`src/rtl/amstrad_mem_arbiter.sv`:
```
// amstrad_mem_arbiter
// Slot-based arbiter for the single SDRAM CPU port of the CPC core.
// One access is issued per ce_ref slot, shared between the boot download
// writer (through a small write FIFO), the Z80 memory interface and a
// secondary DMA requester (snapshot/tape engine).
// Optional build macro ARB_ROM_PROTECT_EN: CPU/DMA writes into ROM space
// (addr[22]=1) are granted and acknowledged but never reach the SDRAM.
module amstrad_mem_arbiter #(
  parameter int FIFO_DEPTH = 4,  // boot write FIFO entries, power of 2, >= 2
  parameter int MAX_WAIT   = 3   // slots DMA may lose to CPU; 0 = no force-grant
) (
  input  logic        clk_sys,
  input  logic        reset,
  input  logic        ce_ref,

  input  logic        boot_active,
  input  logic        boot_wr,
  input  logic [22:0] boot_addr,
  input  logic [1:0]  boot_bank,
  input  logic [7:0]  boot_data,
  output logic        boot_full,
  output logic        boot_ovf,

  input  logic        cpu_req,
  input  logic        cpu_we,
  input  logic [22:0] cpu_addr,
  input  logic [7:0]  cpu_din,
  output logic        cpu_ack,
  output logic [7:0]  cpu_rdata,

  input  logic        dma_req,
  input  logic        dma_we,
  input  logic [22:0] dma_addr,
  input  logic [7:0]  dma_din,
  output logic        dma_ack,
  output logic [7:0]  dma_rdata,

  input  logic        model,

  output logic        sd_oe,
  output logic        sd_we,
  output logic [22:0] sd_addr,
  output logic [1:0]  sd_bank,
  output logic [7:0]  sd_din,
  input  logic [7:0]  sd_dout
);

  localparam int PTR_W  = $clog2(FIFO_DEPTH);
  localparam int WAIT_W = (MAX_WAIT > 0) ? $clog2(MAX_WAIT + 1) : 1;
  localparam logic [WAIT_W-1:0] WAIT_LIMIT = WAIT_W'(MAX_WAIT);

  typedef enum logic [1:0] {
    GRANT_NONE,
    GRANT_BOOT,
    GRANT_CPU,
    GRANT_DMA
  } grant_t;

  typedef struct packed {
    logic [1:0]  bank;
    logic [22:0] addr;
    logic [7:0]  data;
  } boot_entry_t;

  // ---------------------------------------------------------------------
  // Boot write FIFO
  // ---------------------------------------------------------------------
  boot_entry_t        fifo_mem [FIFO_DEPTH];
  logic [PTR_W:0]     wr_ptr;
  logic [PTR_W:0]     rd_ptr;
  logic               fifo_empty;
  logic               fifo_full;
  logic               boot_pop;
  logic               boot_push;
  boot_entry_t        fifo_head;

  // Extra pointer MSB distinguishes full from empty when the indices match.
  assign fifo_empty = (wr_ptr == rd_ptr);
  assign fifo_full  = (wr_ptr[PTR_W] != rd_ptr[PTR_W]) &&
                      (wr_ptr[PTR_W-1:0] == rd_ptr[PTR_W-1:0]);
  assign fifo_head  = fifo_mem[rd_ptr[PTR_W-1:0]];
  assign boot_full  = fifo_full;

  // A pop in the same cycle frees the head entry, so a push into a full
  // FIFO is still accepted when the slot is draining it.
  assign boot_pop  = ce_ref & boot_active & ~fifo_empty;
  assign boot_push = boot_wr & (~fifo_full | boot_pop);

  // FIFO pointers and the sticky overflow flag.
  // NOTE: sequential state uses non-blocking (<=) assignments so every
  // register samples the pre-edge values regardless of statement order.
  always_ff @(posedge clk_sys) begin
    if (reset) begin
      wr_ptr   <= '0;
      rd_ptr   <= '0;
      boot_ovf <= 1'b0;
    end else begin
      if (boot_push) wr_ptr <= wr_ptr + 1'b1;
      if (boot_pop)  rd_ptr <= rd_ptr + 1'b1;
      if (boot_wr && fifo_full && !boot_pop) boot_ovf <= 1'b1;
    end
  end

  // FIFO storage write port.
  // NOTE: the storage array is deliberately not reset; the pointers alone
  // define which entries are valid, and leaving it unreset lets it map to RAM.
  always_ff @(posedge clk_sys) begin
    if (boot_push) begin
      fifo_mem[wr_ptr[PTR_W-1:0]] <= '{bank: boot_bank, addr: boot_addr, data: boot_data};
    end
  end

  // ---------------------------------------------------------------------
  // Slot arbitration
  // ---------------------------------------------------------------------
  grant_t             grant;
  logic               grant_we;
  logic [WAIT_W-1:0]  wait_cnt;
  grant_t             next_grant;
  logic               cpu_elig;
  logic               dma_elig;
  logic               force_dma;
  logic               cpu_block;
  logic               dma_block;

  // Choose the requester for the upcoming slot and the ROM-space write mask.
  // NOTE: every signal driven here gets a default first so no path through
  // the block leaves it unassigned, which would infer a latch.
  always_comb begin
    next_grant = GRANT_NONE;
    cpu_elig   = cpu_req & ~cpu_ack;
    dma_elig   = dma_req & ~dma_ack;
    force_dma  = (MAX_WAIT != 0) && dma_elig && (wait_cnt >= WAIT_LIMIT);

    if (boot_active) begin
      if (!fifo_empty) next_grant = GRANT_BOOT;
    end else if (force_dma) begin
      next_grant = GRANT_DMA;
    end else if (cpu_elig) begin
      next_grant = GRANT_CPU;
    end else if (dma_elig) begin
      next_grant = GRANT_DMA;
    end

`ifdef ARB_ROM_PROTECT_EN
    cpu_block = cpu_we & cpu_addr[22];
    dma_block = dma_we & dma_addr[22];
`else
    cpu_block = 1'b0;
    dma_block = 1'b0;
`endif
  end

  // Slot FSM: on each ce_ref retire the previous grant, then latch the new
  // grant's SDRAM command for the whole slot; acks are one-cycle pulses.
  always_ff @(posedge clk_sys) begin
    if (reset) begin
      grant     <= GRANT_NONE;
      grant_we  <= 1'b0;
      wait_cnt  <= '0;
      cpu_ack   <= 1'b0;
      cpu_rdata <= '0;
      dma_ack   <= 1'b0;
      dma_rdata <= '0;
      sd_oe     <= 1'b0;
      sd_we     <= 1'b0;
      sd_addr   <= '0;
      sd_bank   <= '0;
      sd_din    <= '0;
    end else begin
      cpu_ack <= 1'b0;
      dma_ack <= 1'b0;

      if (ce_ref) begin
        // Retire the access issued during the slot that is ending now.
        unique case (grant)
          GRANT_CPU: begin
            cpu_ack <= 1'b1;
            if (!grant_we) cpu_rdata <= sd_dout;
          end
          GRANT_DMA: begin
            dma_ack <= 1'b1;
            if (!grant_we) dma_rdata <= sd_dout;
          end
          GRANT_BOOT, GRANT_NONE: ;
        endcase

        grant <= next_grant;

        // Issue the access for the slot that starts now.
        unique case (next_grant)
          GRANT_BOOT: begin
            grant_we <= 1'b1;
            sd_we    <= 1'b1;
            sd_oe    <= 1'b0;
            sd_addr  <= fifo_head.addr;
            sd_bank  <= fifo_head.bank;
            sd_din   <= fifo_head.data;
          end
          GRANT_CPU: begin
            grant_we <= cpu_we;
            sd_we    <= cpu_we & ~cpu_block;
            sd_oe    <= ~cpu_we;
            sd_addr  <= cpu_addr;
            sd_bank  <= {1'b0, model};
            sd_din   <= cpu_din;
          end
          GRANT_DMA: begin
            grant_we <= dma_we;
            sd_we    <= dma_we & ~dma_block;
            sd_oe    <= ~dma_we;
            sd_addr  <= dma_addr;
            sd_bank  <= {1'b0, model};
            sd_din   <= dma_din;
          end
          GRANT_NONE: begin
            grant_we <= 1'b0;
            sd_we    <= 1'b0;
            sd_oe    <= 1'b0;
          end
        endcase

        // Count slots DMA has been kept waiting; saturate at the limit.
        if (!dma_req || next_grant == GRANT_DMA) begin
          wait_cnt <= '0;
        end else if (wait_cnt < WAIT_LIMIT) begin
          wait_cnt <= wait_cnt + 1'b1;
        end
      end
    end
  end

endmodule
```
`config.mk`:
```
export PLATFORM = sky130hd
export DESIGN_NAME = amstrad_mem_arbiter
export DESIGN_NICKNAME = d
export VERILOG_FILES = /design/src/rtl/amstrad_mem_arbiter.sv
export SDC_FILE = /design/constraint.sdc
export NUM_CORES = 1
export LEC_CHECK = 0
export BUFFER_PORTS_ARGS = -buffer_cell sky130_fd_sc_hd__buf_2
export CAP_MARGIN = 20
export CORE_ASPECT_RATIO = 2
export CORE_UTILIZATION = 49
export CTS_CLUSTER_DIAMETER = 100
export DETAILED_ROUTE_END_ITERATION = 8
export PLACE_DENSITY = 0.78
export SLEW_MARGIN = 10
export SYNTH_ARGS = -nofsm -noshare
export SYNTH_HDL_FRONTEND = slang
export SYNTH_SLANG_ARGS = --single-unit
export TNS_END_PERCENT = 1
```
`constraint.sdc`:
```
create_clock -name clk_sys -period 2.85 [get_ports clk_sys]
set_input_delay 0 -clock clk_sys [delete_from_list [all_inputs] [get_ports clk_sys]]
set_output_delay 0 -clock clk_sys [all_outputs]
set_load 0.005 [all_outputs]
```
After elaboration in Yosys (flattened, before gate mapping)
Memory sizes are Yosys's and may differ from the RTL's. A register that Yosys moved wholly into a read port is not among the register bits.
Cells that the tools add are included.
- register bits after elaboration: 64
- memories: 1
- output and inout bits: 55
- memory bits (writable): 132
- word-level logic and storage cells: 79
- magnitude comparators: 2
- add/sub/neg operators: 3
- reduce and logical (&&, ||, !) cells: 19
- muxes and demuxes: 18
- bitwise operators: 14
- eq/ne operators: 8
- memory list (name ; depth ; bits a word ; read ports ; clocked after memory_dff ; wr ports ; line ; source):
    fifo_mem ; 4 ; 33 ; 1 ; 1 ; 1 ; 68 ; boot_entry_t fifo_mem [FIFO_DEPTH];
- operators by type and width (cell ; count):
    $pmux 23 s3 ; 1
    $pmux 8 s3 ; 1
    $mux 2 ; 8
    $eq 2x2->1 const B ; 4
    $not 1->1 ; 8
    $add 3x1->3 const B ; 2
    $reduce_and 2->1 ; 3
    $reduce_and 3->1 ; 2
    $reduce_or 2->1 ; 3
    $and 1x1->1 ; 5
    $mux 1 ; 5
    $logic_and 1x1->1 ; 4
    $pmux 1 s4 ; 1
    $pmux 2 s2 ; 1
    $reduce_bool 2->1 ; 2
    $eq 3x3->1 ; 1
    $pmux 1 s3 ; 1
    $reduce_bool 3->1 ; 1
    $add 2x1->2 const B ; 1
    $eq 2x1->1 const B ; 1
    $eq 2x2->1 ; 1
    $ge 2x2->1 const B ; 1
    $logic_not 1->1 ; 2
    $logic_not 2->1 ; 1
    4 further kinds ; 4

Logic depth before layout (Yosys ltp)
- depth after elaboration: 10
- depth in mapped cells: 7
- mapped depth without buffers: 5

Least setup slack after synthesis
OpenSTA, ideal clock, no wires.
- path type: flip-flop to flip-flop
- start point: reg wr_ptr[0]
- end point: mem fifo_mem[3][0] in the netlist's numbering (enable)
- clock period less this slack: 2969 ps
- setup time: 446 ps
- stages on the path, launching flop included: 3
- arrival: 2523 ps
- required time: 2404 ps
- setup slack: -119 ps
- cell sequence: dfxtp_1 xnor2_2 a41oi_1
- cells in the longest elaborated chain, start to end: 7
- elaborated cells on any way between the ends: 10
- RTL lines (element ; line ; source):
    from (decl) ; 69 ; logic [PTR_W:0] wr_ptr;
    from (signal assigned) ; 98 ; if (boot_push) wr_ptr <= wr_ptr + 1'b1;
    $eq 3x3->1 / $eq 2x2->1 (equally long branches) ; 78, 80 ;
    $not 1->1 / $logic_and 1x1->1 (equally long branches) ; 86, 79 ;
    $and 1x1->1 / $not 1->1 (equally long branches) ; 86, 87 ;
    $or 1x1->1 ; 87 ; assign boot_push = boot_wr & (~fifo_full | boot_pop);
    $and 1x1->1 ; 87 ;
    $mux 1 ; 108 ; if (boot_push) begin
    $mux 1 (not written as such) ; 109 ; fifo_mem[wr_ptr[PTR_W-1:0]] <= '{bank: boot_bank, addr: boot_addr, data: boot_data};
    to (decl) ; 68 ;
Several ways; a longest one is shown, not always the timed one.

==> results.yml <==
run_status:
  status: "finished, final reports clean"
yosys:
  syn_inst: 501
  ys_ff_latch: 198
  synth_flop_cell: "edfxtp_1"
  yosys_warnings: 0
  syn_area_per_cell_um2: 15.52
  synth_edf_count: 132
  synth.area.top_cells: "edfxtp_1 51%, dfxtp_1 17%, mux4_2 9.6%"
  syn_nets: 620
  syn-cell-area_mm2: 0.007774
  async_flop_share_pct: 0
  yosys.area.top_type_share_pct: 50.99
  yosysSeqAreaShare_pct: 67.99
  synth_largest_area_cell: "edfxtp_1"
  synth.distinct_cells: 41
critical_path:
  criticalPathCategory: "reg2reg"
  critPathCaptureType: "flip-flop"
  cp_max_fo: 27
  cp.required_ns: 3.10
  r2r_slack_ns: 0.34
  cp-start-kind: "flip-flop"
  rr_endpoint: "sd_din[5]"
  cp.arrival_ns: 2.76
  reg2reg_depth: 5
pwr:
  total_power_w: 0.006493
  p_leak_nw: 3.768
  ir_drop_v: 0.0004235
  p_per_area_mw_per_mm2: 638.1
layout:
  finalInstanceArea_mm2: 0.01018
  seqCellArea_mm2: 0.005288
  multi_input_area_mm2: 0.002288
  final-instance-count-excl-fill: 954
  area_growth_pct: 30.90
  drive_gt1_share_pct: 34.17
  fill_cells: 1079
  finalNetCount: 861
clock_network:
  cts_resized: 0
  cts_setup_buffers: 0
  htree_levels: 4
  clk_pin_slew_ns: 0.07
  clkSinkCount: 198
  clock_path_buffers: 2
  holdBufCountCts: 77
  insertion_delay_ns: 0.42
  clock-root-buffer: "clkbuf_16"
  cts_made_buffers: 17
  cts_tree: "built"
sta:
  setup_tns_ns: 0
  hold_viol: 0
  rsz0062_at_grt: "false"
  relSlewSlack_pct: 30.53
  hold_ws_ns: 0.003932
  post-route-min-period_ns: 2.505
  finClkSkew_ns: 0.01542
  finalCritPeriodShare_pct: 87.90
  slew_violations: 0
  tightest_slew_ns: 1.042
  timing.fmax_ghz: 0.3992
  setup_violations: 0
min_path:
  hp-start: "cpu_addr[21]"
  hold_end: "sd_addr[21]"
  hold_depth: 3
  hold_class: "in2reg"
floorplanning:
  fp.dieArea_mm2: 0.01640
  rows: 64
  coreArea_mm2: 0.01537
  dieHeight_um: 180.1
  io_pins: 168
  die_x_um: 91.07
  initial_utilization_pct: 50.56
global_routing:
  grt_overflow: 0
  track_usage_pct: 25.64
  grt_max_degree: 55
  grt_pass1_wl_mm: 31.55
  antenna_found_initial: 1
  grt_pass1_vias: 6044
routing:
  first_iter_violations: 632
  ant_nets: 0
  wl_per_cell_um: 21.36
  wl_mm: 20.38
  drcViolationCount: 0
  first_pass_iters: 7
  vias_per_cell: 5.926
  vias: 5653
place:
  placedCellCount: 842
  io_buffers: 167
  place_hpwl_mm: 12.68
  gp_congestion: 0.8051
  dpl_cell_area_mm2: 0.008807
job:
  max_cap_viol_count: 0
cell usage after synthesis (2+ instances only):
library cell,n
a211oi_1,33
a21o_1,2
a21oi_1,52
a222oi_1,31
a31oi_1,4
a41oi_1,2
and2_1,4
buf_1,4
buf_2,12
buf_8,4
clkbuf_1,17
dfxtp_1,66
edfxtp_1,132
ha_1,6
inv_1,8
mux2i_1,3
mux4_2,33
nand2_1,39
nand2b_1,2
nand3_1,2
nand3b_1,2
nand4b_1,2
nor2_1,12
nor3_1,4
nor3b_1,2
or3_1,2
or3b_1,3
xnor2_1,4
xnor2_2,2
power breakdown:
part           total [W]  switching [W]  internal (W)
clock network    0.00234        0.00104       0.00131
registers        0.00331      0.0000775       0.00323
logic           0.000845       0.000432      0.000413
total            0.00649        0.00155       0.00495
through the flow:
step	setup WS (ns)	utilization [%]
6_report	0.3449	66.19
5_1_grt	0.1922	66.19
4_1_cts	0.3566	66.04
3_5_place_dp	0.6938	57.28
3_3_place_gp	0.7834	57.28
2_1_floorplan	0.5979	-
cells by family after synthesis:
kind of cell             count (synthesis)  share of synthesized area [%]
buffers and inverters                   46                          3.090
AND/OR/NAND/NOR                         77                          4.796
XOR/XNOR                                 7                         0.9818
adder cells (fa/ha/maj)                  6                         0.9657
AO/OA/AOI/OAI                          131                          12.23
multiplexers                            36                          9.947
flip-flops                             198                          67.99
worst max-delay path: stages, from the launching register on:
cell	delay (ns)
dfxtp_2	0.51
buf_12	0.28
mux4_2	0.55
a222oi_1	0.31
dlygate4sd3_1	0.60
a211oi_1	0.07
worst max-delay path by stage:
stage | start | to | slack, ns | cells after the start
after floorplan | wr_ptr[0] | fifo_mem[1][0] | 0.60 | 3
after global placement | wr_ptr[0] | fifo_mem[0][9] | 0.78 | 4
after detailed placement | wr_ptr[0] | fifo_mem[2][9] | 0.69 | 4
after CTS | flip-flop | sd_din[5] | 0.36 | 5
after global routing | flip-flop | sd_din[0] | 0.19 | 5
final | flip-flop | sd_din[5] | 0.34 | 5
cell usage in the layout (no fill, tap or decap), types with 4 or more instances in the layout:
| cell type | netlist | routed |
|---|---|---|
| buf_4 | 0 | 13 |
| a222oi_1 | 31 | 31 |
| inv_6 | 0 | 5 |
| nand2_1 | 39 | 39 |
| dfxtp_1 | 66 | 64 |
| a211oi_1 | 33 | 33 |
| edfxtp_1 | 132 | 132 |
| dlygate4sd3_1 | 0 | 79 |
| mux4_2 | 33 | 33 |
| xnor2_1 | 4 | 4 |
| ha_1 | 6 | 6 |
| inv_1 | 8 | 8 |
| buf_2 | 12 | 167 |
| clkbuf_16 | 0 | 17 |
| nor2_1 | 12 | 11 |
| nor3_1 | 4 | 4 |
| a21oi_1 | 52 | 52 |
area by class of cell:
cell class | instances | area share [%]
Inverter | 8 | 0.2951
Multi-Input combinational cell | 257 | 22.49
Sequential cell | 198 | 51.96
Clock inverter | 14 | 1.439
Antenna cell | 1 | 0.02459
Clock buffer | 18 | 4.217
Tap cell | 198 | 2.435
Timing Repair Buffer | 260 | 17.14
metal layers:
metal	wire, um	global-route usage, %	part of all wire (%)
met2	11210	45.91	55
met3	1530	5.190	7.5
met5	0	0	0
met1	6826	27.67	33
met4	809	14.79	4.0
flip-flops by register name, summed over array words and instances, names as in the netlist, named ones only:
| register | count |
|---|---|
| fifo_mem | 132 |
| sd_addr | 23 |
| cpu_rdata | 8 |
| dma_rdata | 8 |
| sd_din | 8 |
| rd_ptr | 3 |
| wr_ptr | 3 |
| grant | 2 |
| sd_bank | 2 |
| wait_cnt | 2 |
| boot_ovf | 1 |
| cpu_ack | 1 |
| dma_ack | 1 |
| grant_we | 1 |
| sd_oe | 1 |
Note: power is estimated with default switching activity, not from simulation.
